$ cat src/rtl/pipeline_sched_if.sv
// Handshake/control bundle between the pipeline datapath and pipeline_sched.
//   master : the datapath side. It drives the run/step/halt requests and the hazard
//            and branch inputs, and receives the enables, flushes and counters.
//   slave  : the scheduler side, with the opposite directions.
// Signals:
//   run, step, halt_req, halt_instr            sequencer requests
//   id_ex_mem_read, id_ex_rt, if_id_rs, if_id_rt  load-use hazard inputs
//   pc_src                                     branch taken (resolved in MEM)
//   pc_enable, if_id_enable, pipe_enable       stage enables
//   id_ex_bubble, flush_if_id/id_ex/ex_m       latch clear controls
//   state, cycle_count, stall_count            status and counters
interface pipeline_sched_if #(
  parameter int unsigned CNT_W = 16
);
  logic             run;
  logic             step;
  logic             halt_req;
  logic             halt_instr;
  logic             id_ex_mem_read;
  logic [4:0]       id_ex_rt;
  logic [4:0]       if_id_rs;
  logic [4:0]       if_id_rt;
  logic             pc_src;
  logic             pc_enable;
  logic             if_id_enable;
  logic             pipe_enable;
  logic             id_ex_bubble;
  logic             flush_if_id;
  logic             flush_id_ex;
  logic             flush_ex_m;
  logic [2:0]       state;
  logic [CNT_W-1:0] cycle_count;
  logic [CNT_W-1:0] stall_count;

  modport master (
    output run, step, halt_req, halt_instr, id_ex_mem_read, id_ex_rt, if_id_rs, if_id_rt,
           pc_src,
    input  pc_enable, if_id_enable, pipe_enable, id_ex_bubble, flush_if_id, flush_id_ex,
           flush_ex_m, state, cycle_count, stall_count
  );

  modport slave (
    input  run, step, halt_req, halt_instr, id_ex_mem_read, id_ex_rt, if_id_rs, if_id_rt,
           pc_src,
    output pc_enable, if_id_enable, pipe_enable, id_ex_bubble, flush_if_id, flush_id_ex,
           flush_ex_m, state, cycle_count, stall_count
  );
endinterface

$ cat src/rtl/pipeline_sched.sv
// Run/step/halt sequencer and hazard controller for the 5-stage pipeline.
// It drives the PC, IF/ID and back-end enables, inserts load-use bubbles, flushes on
// taken branches, drains the back end before halting, and counts cycles and stalls.
// Ports:
//   clk  system clock, rising edge
//   rst  asynchronous active-low reset
//   bus  pipeline_sched_if.slave (requests, hazard/branch inputs, enables, flushes,
//        state and counters)
// The enable, flush and bubble outputs are combinational from the current state and
// inputs. The state and the counters update on the next edge.
module pipeline_sched #(
  parameter int unsigned DRAIN_CYCLES = 4,
  parameter int unsigned CNT_W        = 16
) (
  input  logic             clk,
  input  logic             rst,
  pipeline_sched_if.slave  bus
);

  localparam int unsigned DW = (DRAIN_CYCLES > 1) ? $clog2(DRAIN_CYCLES) : 1;
  localparam logic [DW-1:0] DrainLoad = DW'(DRAIN_CYCLES - 1);

  typedef enum logic [2:0] {
    StIdle   = 3'd0,
    StRun    = 3'd1,
    StStep   = 3'd2,
    StDrain  = 3'd3,
    StHalted = 3'd4
  } state_e;

  state_e           state_q;
  logic [DW-1:0]    drain_q;
  logic [CNT_W-1:0] cycle_q;
  logic [CNT_W-1:0] stall_q;

  logic hz;
  logic halt_any;
  logic adv;
  logic pc_en, if_id_en, pipe_en, bubble, fl_if_id, fl_id_ex, fl_ex_m;

  always_comb begin
    hz = bus.id_ex_mem_read && (bus.id_ex_rt != 5'd0) &&
         ((bus.id_ex_rt == bus.if_id_rs) || (bus.id_ex_rt == bus.if_id_rt));
    halt_any = bus.halt_req | bus.halt_instr;
    adv = (state_q == StRun) || (state_q == StStep) || (state_q == StDrain);
  end

  always_comb begin
    pc_en    = 1'b0;
    if_id_en = 1'b0;
    pipe_en  = 1'b0;
    bubble   = 1'b0;
    fl_if_id = 1'b0;
    fl_id_ex = 1'b0;
    fl_ex_m  = 1'b0;
    case (state_q)
      StRun, StStep: begin
        pipe_en = 1'b1;
        if (bus.pc_src) begin
          // A taken branch squashes the younger instructions, so any hazard among them
          // is irrelevant. The PC loads the branch target.
          pc_en    = 1'b1;
          if_id_en = 1'b1;
          fl_if_id = 1'b1;
          fl_id_ex = 1'b1;
          fl_ex_m  = 1'b1;
        end else if (hz) begin
          // Hold PC and IF/ID, and send a NOP into EX for one cycle.
          bubble = 1'b1;
        end else begin
          pc_en    = 1'b1;
          if_id_en = 1'b1;
        end
      end
      StDrain: begin
        // Fetch is frozen and NOPs enter at IF/ID while the back end drains.
        pipe_en  = 1'b1;
        fl_if_id = 1'b1;
        fl_id_ex = bus.pc_src;
        fl_ex_m  = bus.pc_src;
      end
      default: ;
    endcase
  end

  always_ff @(posedge clk or negedge rst) begin
    if (!rst) begin
      state_q <= StIdle;
      drain_q <= '0;
      cycle_q <= '0;
      stall_q <= '0;
    end else begin
      if (adv && (cycle_q != '1)) cycle_q <= cycle_q + CNT_W'(1);
      if (bubble && (stall_q != '1)) stall_q <= stall_q + CNT_W'(1);
      case (state_q)
        StIdle: begin
          if (bus.run) begin
            state_q <= StRun;
          end else if (bus.step) begin
            state_q <= StStep;
          end else if (bus.halt_req) begin
            state_q <= StDrain;
            drain_q <= DrainLoad;
          end
        end
        StRun: begin
          if (halt_any) begin
            state_q <= StDrain;
            drain_q <= DrainLoad;
          end else if (!bus.run) begin
            state_q <= StIdle;
          end
        end
        StStep: begin
          if (halt_any) begin
            state_q <= StDrain;
            drain_q <= DrainLoad;
          end else begin
            state_q <= StIdle;
          end
        end
        StDrain: begin
          if (drain_q == '0) state_q <= StHalted;
          else drain_q <= drain_q - DW'(1);
        end
        StHalted: ;
        default: state_q <= StIdle;
      endcase
    end
  end

  assign bus.pc_enable    = pc_en;
  assign bus.if_id_enable = if_id_en;
  assign bus.pipe_enable  = pipe_en;
  assign bus.id_ex_bubble = bubble;
  assign bus.flush_if_id  = fl_if_id;
  assign bus.flush_id_ex  = fl_id_ex;
  assign bus.flush_ex_m   = fl_ex_m;
  assign bus.state        = state_q;
  assign bus.cycle_count  = cycle_q;
  assign bus.stall_count  = stall_q;

endmodule
$ cat src/flat_wrapper.sv
// flat-port wrapper written by rule: the top's interface ports become plain ports
module pipeline_sched_flat 
#(
  parameter int unsigned DRAIN_CYCLES = 4,
  parameter int unsigned CNT_W        = 16
)
  (clk, rst, bus_run, bus_step, bus_halt_req, bus_halt_instr, bus_id_ex_mem_read, bus_id_ex_rt, bus_if_id_rs, bus_if_id_rt, bus_pc_src, bus_pc_enable, bus_if_id_enable, bus_pipe_enable, bus_id_ex_bubble, bus_flush_if_id, bus_flush_id_ex, bus_flush_ex_m, bus_state, bus_cycle_count, bus_stall_count);
  pipeline_sched_if #(.CNT_W(CNT_W)) bus_i ();
  input  logic clk;
  input  logic rst;
  input wire logic [$bits(bus_i.run)-1:0] bus_run;
  input wire logic [$bits(bus_i.step)-1:0] bus_step;
  input wire logic [$bits(bus_i.halt_req)-1:0] bus_halt_req;
  input wire logic [$bits(bus_i.halt_instr)-1:0] bus_halt_instr;
  input wire logic [$bits(bus_i.id_ex_mem_read)-1:0] bus_id_ex_mem_read;
  input wire logic [$bits(bus_i.id_ex_rt)-1:0] bus_id_ex_rt;
  input wire logic [$bits(bus_i.if_id_rs)-1:0] bus_if_id_rs;
  input wire logic [$bits(bus_i.if_id_rt)-1:0] bus_if_id_rt;
  input wire logic [$bits(bus_i.pc_src)-1:0] bus_pc_src;
  output wire logic [$bits(bus_i.pc_enable)-1:0] bus_pc_enable;
  output wire logic [$bits(bus_i.if_id_enable)-1:0] bus_if_id_enable;
  output wire logic [$bits(bus_i.pipe_enable)-1:0] bus_pipe_enable;
  output wire logic [$bits(bus_i.id_ex_bubble)-1:0] bus_id_ex_bubble;
  output wire logic [$bits(bus_i.flush_if_id)-1:0] bus_flush_if_id;
  output wire logic [$bits(bus_i.flush_id_ex)-1:0] bus_flush_id_ex;
  output wire logic [$bits(bus_i.flush_ex_m)-1:0] bus_flush_ex_m;
  output wire logic [$bits(bus_i.state)-1:0] bus_state;
  output wire logic [$bits(bus_i.cycle_count)-1:0] bus_cycle_count;
  output wire logic [$bits(bus_i.stall_count)-1:0] bus_stall_count;
  assign bus_i.run = bus_run;
  assign bus_i.step = bus_step;
  assign bus_i.halt_req = bus_halt_req;
  assign bus_i.halt_instr = bus_halt_instr;
  assign bus_i.id_ex_mem_read = bus_id_ex_mem_read;
  assign bus_i.id_ex_rt = bus_id_ex_rt;
  assign bus_i.if_id_rs = bus_if_id_rs;
  assign bus_i.if_id_rt = bus_if_id_rt;
  assign bus_i.pc_src = bus_pc_src;
  assign bus_pc_enable = bus_i.pc_enable;
  assign bus_if_id_enable = bus_i.if_id_enable;
  assign bus_pipe_enable = bus_i.pipe_enable;
  assign bus_id_ex_bubble = bus_i.id_ex_bubble;
  assign bus_flush_if_id = bus_i.flush_if_id;
  assign bus_flush_id_ex = bus_i.flush_id_ex;
  assign bus_flush_ex_m = bus_i.flush_ex_m;
  assign bus_state = bus_i.state;
  assign bus_cycle_count = bus_i.cycle_count;
  assign bus_stall_count = bus_i.stall_count;
  pipeline_sched #(.DRAIN_CYCLES(DRAIN_CYCLES), .CNT_W(CNT_W)) u_core (.clk(clk), .rst(rst), .bus(bus_i));
endmodule
$ cat config.mk
export PLATFORM = sky130hd
export DESIGN_NAME = pipeline_sched_flat
export DESIGN_NICKNAME = d
export VERILOG_FILES = /design/src/rtl/pipeline_sched_if.sv /design/src/rtl/pipeline_sched.sv /design/src/flat_wrapper.sv
export SDC_FILE = /design/constraint.sdc
export NUM_CORES = 1
export LEC_CHECK = 0
export ABC_CLOCK_PERIOD_IN_PS = 8350
export CAP_MARGIN = 10
export CORE_MARGIN = 3
export CORE_UTILIZATION = 40
export CTS_CLUSTER_SIZE = 20
export DETAILED_ROUTE_END_ITERATION = 12
export GPL_TIMING_DRIVEN = 0
export PLACE_DENSITY = 0.8
export SLEW_MARGIN = 15
export SYNTH_ARGS = -nofsm -noshare
export SYNTH_HDL_FRONTEND = slang
export SYNTH_SLANG_ARGS = --single-unit
$ cat constraint.sdc
create_clock -name clk -period 8.35 [get_ports clk]
set_input_delay 2.505 -clock clk [delete_from_list [all_inputs] [get_ports clk]]
set_output_delay 2.505 -clock clk [all_outputs]
set_load 0.1 [all_outputs]
# Word-level counts from Yosys, hierarchy flattened

Index checks and enable logic that the tools add are counted.

Register bits after elaboration: 37
Bits of input ports: 23
Output and inout bits: 42
Logic and storage cells: 64

Add/sub/neg operators: 3
Eq/ne operators: 16
Muxes and demuxes: 24
Bitwise logic cells: 2
Reduce and logical (&&, ||, !) cells: 15

Operator list:

| kind                                                                     | count |
|---|---|
| 16-bit by 1-bit adder with 16-bit output (second input constant)         | 2 |
| 16-bit inequality test (second input constant)                           | 2 |
| 3-bit two-way mux                                                        | 6 |
| 3-bit one-hot mux with 5 select lines                                    | 1 |
| 2-bit two-way mux                                                        | 6 |
| 5-bit equality test                                                      | 2 |
| 2-bit inequality test (second input constant)                            | 5 |
| 1-bit two-way mux                                                        | 8 |
| 3-bit by 2-bit equality test with 1-bit output (second input constant)   | 2 |
| 2-bit one-hot mux with 3 select lines                                    | 1 |
| 6-bit AND reduction                                                      | 1 |
| 5-bit nonzero test                                                       | 1 |
| 1-bit logical AND                                                        | 4 |
| 4-bit inequality test (second input constant)                            | 1 |
| 1-bit one-hot mux with 2 select lines                                    | 2 |
| 4-bit AND reduction                                                      | 1 |
| 3-bit by 1-bit equality test with 1-bit output (second input constant)   | 1 |
| 3-bit equality test (second input constant)                              | 1 |
| 3-bit zero test                                                          | 1 |
| 1-bit logical OR                                                         | 3 |
| 3-bit by 2-bit inequality test with 1-bit output (second input constant) | 1 |
| 3-bit nonzero test                                                       | 1 |
| 3-bit OR reduction                                                       | 1 |
| 2-bit zero test                                                          | 1 |
| 5 further kinds                                                          | 5 |

# Depth between registers and ports, before layout

Depth after elaboration: 7
Gate-level depth with buffers: 7
Depth with buffers taken out: 6

# Worst setup path before layout

Ideal clock, no wire load.

Path kind: input-to-output
Start point: input port bus_id_ex_rt[3]
End point: output port bus_id_ex_bubble
Arrival: 5231 ps
Data required time: 5845 ps
Setup slack: 614 ps
Stages on the path: 4
Buffers on the path: 0
Cell sequence: xnor2_1 > nand3_1 > o32a_1 > nor3_1

Word-level cells in the longest chain between the ends: 6
Elaborated cells on any way between the ends: 9
Classes of those cells: eq/ne (2); mux (3); reduce/logical (4)

RTL lines:

| element                                                   | RTL line                                   | text |
|---|---|---|
| from (decl)                                               | flat_wrapper.sv:16                         | `input wire logic [$bits(bus_i.id_ex_rt)-1:0] bus_id_ex_rt;` |
| 5-bit equality test or 5-bit nonzero test (tied branches) | pipeline_sched.sv:43, pipeline_sched.sv:42 |  |
| 1-bit logical OR or 1-bit logical AND (tied branches)     | pipeline_sched.sv:43, pipeline_sched.sv:42 |  |
| 1-bit logical AND (*)                                     | pipeline_sched.sv:42                       | `hz = bus.id_ex_mem_read && (bus.id_ex_rt != 5'd0) &&` |
| 1-bit two-way mux (*)                                     | pipeline_sched.sv:67                       | `end else if (hz) begin` |
| 1-bit two-way mux (*)                                     | pipeline_sched.sv:59                       | `if (bus.pc_src) begin` |
| 1-bit two-way mux (*)                                     | pipeline_sched.sv:56                       | `case (state_q)` |
| to (decl)                                                 | flat_wrapper.sv:23                         | `output wire logic [$bits(bus_i.id_ex_bubble)-1:0] bus_id_ex_bubble;` |

Every way passes the cells marked *; elsewhere a longest branch is shown, timed or not.

# Worst setup path after layout

Start point: input port bus_id_ex_rt[0]
End point: output port bus_pc_enable

Word-level cells in the longest chain between the ends: 6
Elaborated cells on any way between the ends: 9
Classes of those cells: eq/ne (2); mux (3); reduce/logical (4)

RTL lines:

| element                                                   | RTL line                                   | text |
|---|---|---|
| 5-bit equality test or 5-bit nonzero test (tied branches) | pipeline_sched.sv:43, pipeline_sched.sv:42 |  |
| 1-bit logical OR or 1-bit logical AND (tied branches)     | pipeline_sched.sv:43, pipeline_sched.sv:42 |  |
| 1-bit logical AND (*)                                     | pipeline_sched.sv:42                       |  |
| 1-bit two-way mux (*)                                     | pipeline_sched.sv:67                       |  |
| 1-bit two-way mux (*)                                     | pipeline_sched.sv:59                       |  |
| 1-bit two-way mux (*)                                     | pipeline_sched.sv:56                       |  |
| to (decl)                                                 | flat_wrapper.sv:20                         | `output wire logic [$bits(bus_i.pc_enable)-1:0] bus_pc_enable;` |

Marks and branches as above.

==> results_dict.tcl <==
set metrics [dict create \
    cts_made_buffers 5 \
    root_buffer "clkbuf_8" \
    yosys-top-cells-area "dfrtp_1, xnor2_1, nand3_1" \
    path_delay_family "buffers and inverters" \
    synthCells 223 \
    cts.sinks 37 \
    max_freq_ghz 0.126 \
    synth_top_area_share_pct 42.6 \
    hold_viol 0 \
    ys_seq_elements 37 \
    synth_top_area_cell "dfrtp_1" \
    drive_gt1_share_pct 7.77 \
    ctsResizeCount 0 \
    hold_path.startpoint "u_core.bus.cycle_count[4]" \
    fillCellCount 462 \
    drtIter0Drc 99 \
    crit_type "in -> out" \
    setup_violations 0 \
    cts_buffer_depth 2 \
    synth.mux.area_fraction_pct 2.59 \
    synth_most_common_cell "dfrtp_1" \
    power_mw 0.949 \
    timing.rr.start "u_core.bus.stall_count[0]" \
    final_max_slew_viol_count 0 \
    post-cts-setup-buffer-count 0 \
    ioPinCount 65 \
    area_growth_pct 39.3 \
    antenna_cells 0 \
    insertion_delay_ns 0.28 \
    row_count 26 \
    grt_pass1_wl_mm 8.36 \
    rr_worst_depth 7 \
    vias_per_cell 5.23 \
    period_minus_slack_ns 7.94 \
    routed_wl_mm 4.94 \
    ys_types 43 \
    drc 0 \
    cpPeakStageDelay_ns 1.12 \
    ant_nets 0 \
    hold_depth 1 \
    grt_usage_pct 16.6 \
    synth_edf_count 0 \
    r2r_end "u_core.bus.stall_count[11]" \
    hold-path-endpoint "u_core.bus.cycle_count[4]" \
    p_leak_nw 1.20 \
    synth-async-reset-ratio_pct 100 \
    syn_area_per_cell_um2 9.75 \
    critPathBufInv 3 \
    worst_slew_pin_slew_ns 0.994 \
    syn_area_mm2 0.00217 \
    core_mm2 0.00517 \
    maxCapViolCount 0 \
    slew-limit-headroom_pct 33.5 \
    required_ns 5.85 \
    die_area_mm2 0.00635 \
    status "finished, final reports clean" \
    htree_levels 2 \
    start_util_pct 42.0 \
    r2r_slack_ns 6.32 \
    crit_arrival_ns 5.44 \
    die_w_um 79.7 \
    vias 1914 \
    tns_ns 0 \
    fin_area_mm2 0.00303 \
    synth-adder-area-share_pct 1.73 \
    cts_tree "done" \
    synthSimpleGateAreaFrac_pct 23.4 \
    gp_congestion 0.951 \
    gr-total-overflow 0 \
    synth_compound_area_share_pct 11.0 \
    dp_hpwl_mm 3.81 \
    endpoint_kind "primary output" \
    finClkSkew_ns 0.00243 \
    placedInstanceArea_mm2 0.00292 \
    min_path_type "reg -> reg" \
    crit_chain "clkdlybuf4s50_1, or4_1, o21ai_2, nor2_1, nor2_1, buf_4, clkdlybuf4s50_1" \
    antenna_found_initial 0 \
    dp.cells 358 \
    powerDensity_mw_per_mm2 314 \
    postCtsHoldBufs 0 \
    ir_drop_mv 0.252 \
    cp-start-kind "input pin" \
    rsz0062_at_grt "no" \
    synth_ff_type "dfrtp_1" \
    critPathSlowestCell "clkdlybuf4s50_1" \
    die_h_um 79.7 \
    fin_cells 366 \
    grt_max_degree 30 \
    yosys_warnings 0 \
    worstPathMaxFanout 7 \
    portBuffers 64 \
    path_clk_slew_ns 0.07 \
    synth_top_family_by_area "simple AND/OR/NAND/NOR gates" \
    fin_nets 321 \
    syn_nets 249 \
    wl_per_cell_um 13.5 \
    period_share_pct 95.1 \
    first_global_vias 1809 \
    netlist_top_cells_count "dfrtp_1, xnor2_1, nand3_1, nor2_1, nand2_1" \
    synth_xor_area_share_pct 15.3 \
    dr.pass1.iters 4 \
    ys_seq_area_share_pct 42.6 \
]
-- how the worst max path moves through the flow --
stage | start | end | slack, ns | cells after the start
after global placement | bus_id_ex_rt[0] | bus_pc_enable | 0.44 | 7
after global routing | bus_id_ex_rt[0] | bus_pc_enable | 0.33 | 7
final | bus_id_ex_rt[0] | bus_pc_enable | 0.41 | 7
after CTS | bus_id_ex_rt[0] | bus_pc_enable | 0.42 | 7
after detailed placement | bus_id_ex_rt[0] | bus_pc_enable | 0.42 | 7
after floorplan | bus_id_ex_rt[3] | bus_id_ex_bubble | 0.61 | 4
-- cells by family (layout without fill, tap and decap cells) --
group / count (synthesis) / count (layout)
and+or+nand+nor: 97 / 97
xor gates and xnor gates: 38 / 38
DFF: 37 / 37
AOI/OAI and AO/OA: 28 / 28
buffers and inverters: 15 / 88
muxes: 5 / 5
adders and majority gates: 3 / 3
-- through the flow --
| step | setup WS (ns) | util, % | hold WS [ns] |
|---|---|---|---|
| after CTS | 0.417 | 58.5 | 0.498 |
| after floorplan | 0.614 | - | 0.485 |
| after global placement | 0.436 | 56.1 | 0.480 |
| final | 0.406 | 58.5 | 0.491 |
| after detailed placement | 0.425 | 56.4 | 0.487 |
| after global routing | 0.326 | 58.5 | 0.530 |
-- worst reg2reg max path: cells and delay by family, from the launching register on --
kind | cells | cell delay, ns
simple gates | 4 | 1.03
fa+ha+maj | 1 | 0.18
flops | 1 | 0.41
buf+inv | 1 | 0.21
xor+xnor | 1 | 0.13
-- flip-flops by register name, summed over array words and instances (netlist names) --
| signal | cells |
|---|---|
| u_core.drain_q | 2 |
| u_core.bus.stall_count | 16 |
| u_core.bus.cycle_count | 16 |
| u_core.bus.state | 3 |
-- placed cells by master (no fill, tap or decap), types with 9 or more instances in the layout --
master / count
nand4_1: 9
clkdlybuf4s50_1: 63
and3_1: 9
nand3_1: 21
nor2_1: 18
dfrtp_1: 37
nor3_1: 9
nand2_1: 14
xnor2_1: 27
xor2_1: 11
-- power breakdown --
group / internal, mW / switching, mW / leakage (nW)
logic: 0.148 / 0.405 / 0.658
registers: 0.210 / 0.0322 / 0.488
clock network: 0.0896 / 0.0641 / 0.0554
total: 0.448 / 0.502 / 1.20
-- metal layers --
layer	wire length (um)	global-route usage, %	vias up
met3	242	4.97	4
li1	-	-	935
met4	25	4.12	0
met1	2230	21.4	911
met5	0	0	-
met2	2450	27.1	64
-- cell type report --
cell class | instances | area (um^2) | share of cell area, %
Buffer | 8 | 46.3 | 1.53
Clock buffer | 6 | 72.6 | 2.40
Clock inverter | 2 | 38.8 | 1.28
Inverter | 7 | 26.3 | 0.868
Multi-Input combinational cell | 171 | 1170 | 38.8
Sequential cell | 37 | 926 | 30.6
Tap cell | 70 | 87.6 | 2.89
Timing Repair Buffer | 65 | 656 | 21.7
Note: power is estimated with default switching activity, not from simulation.
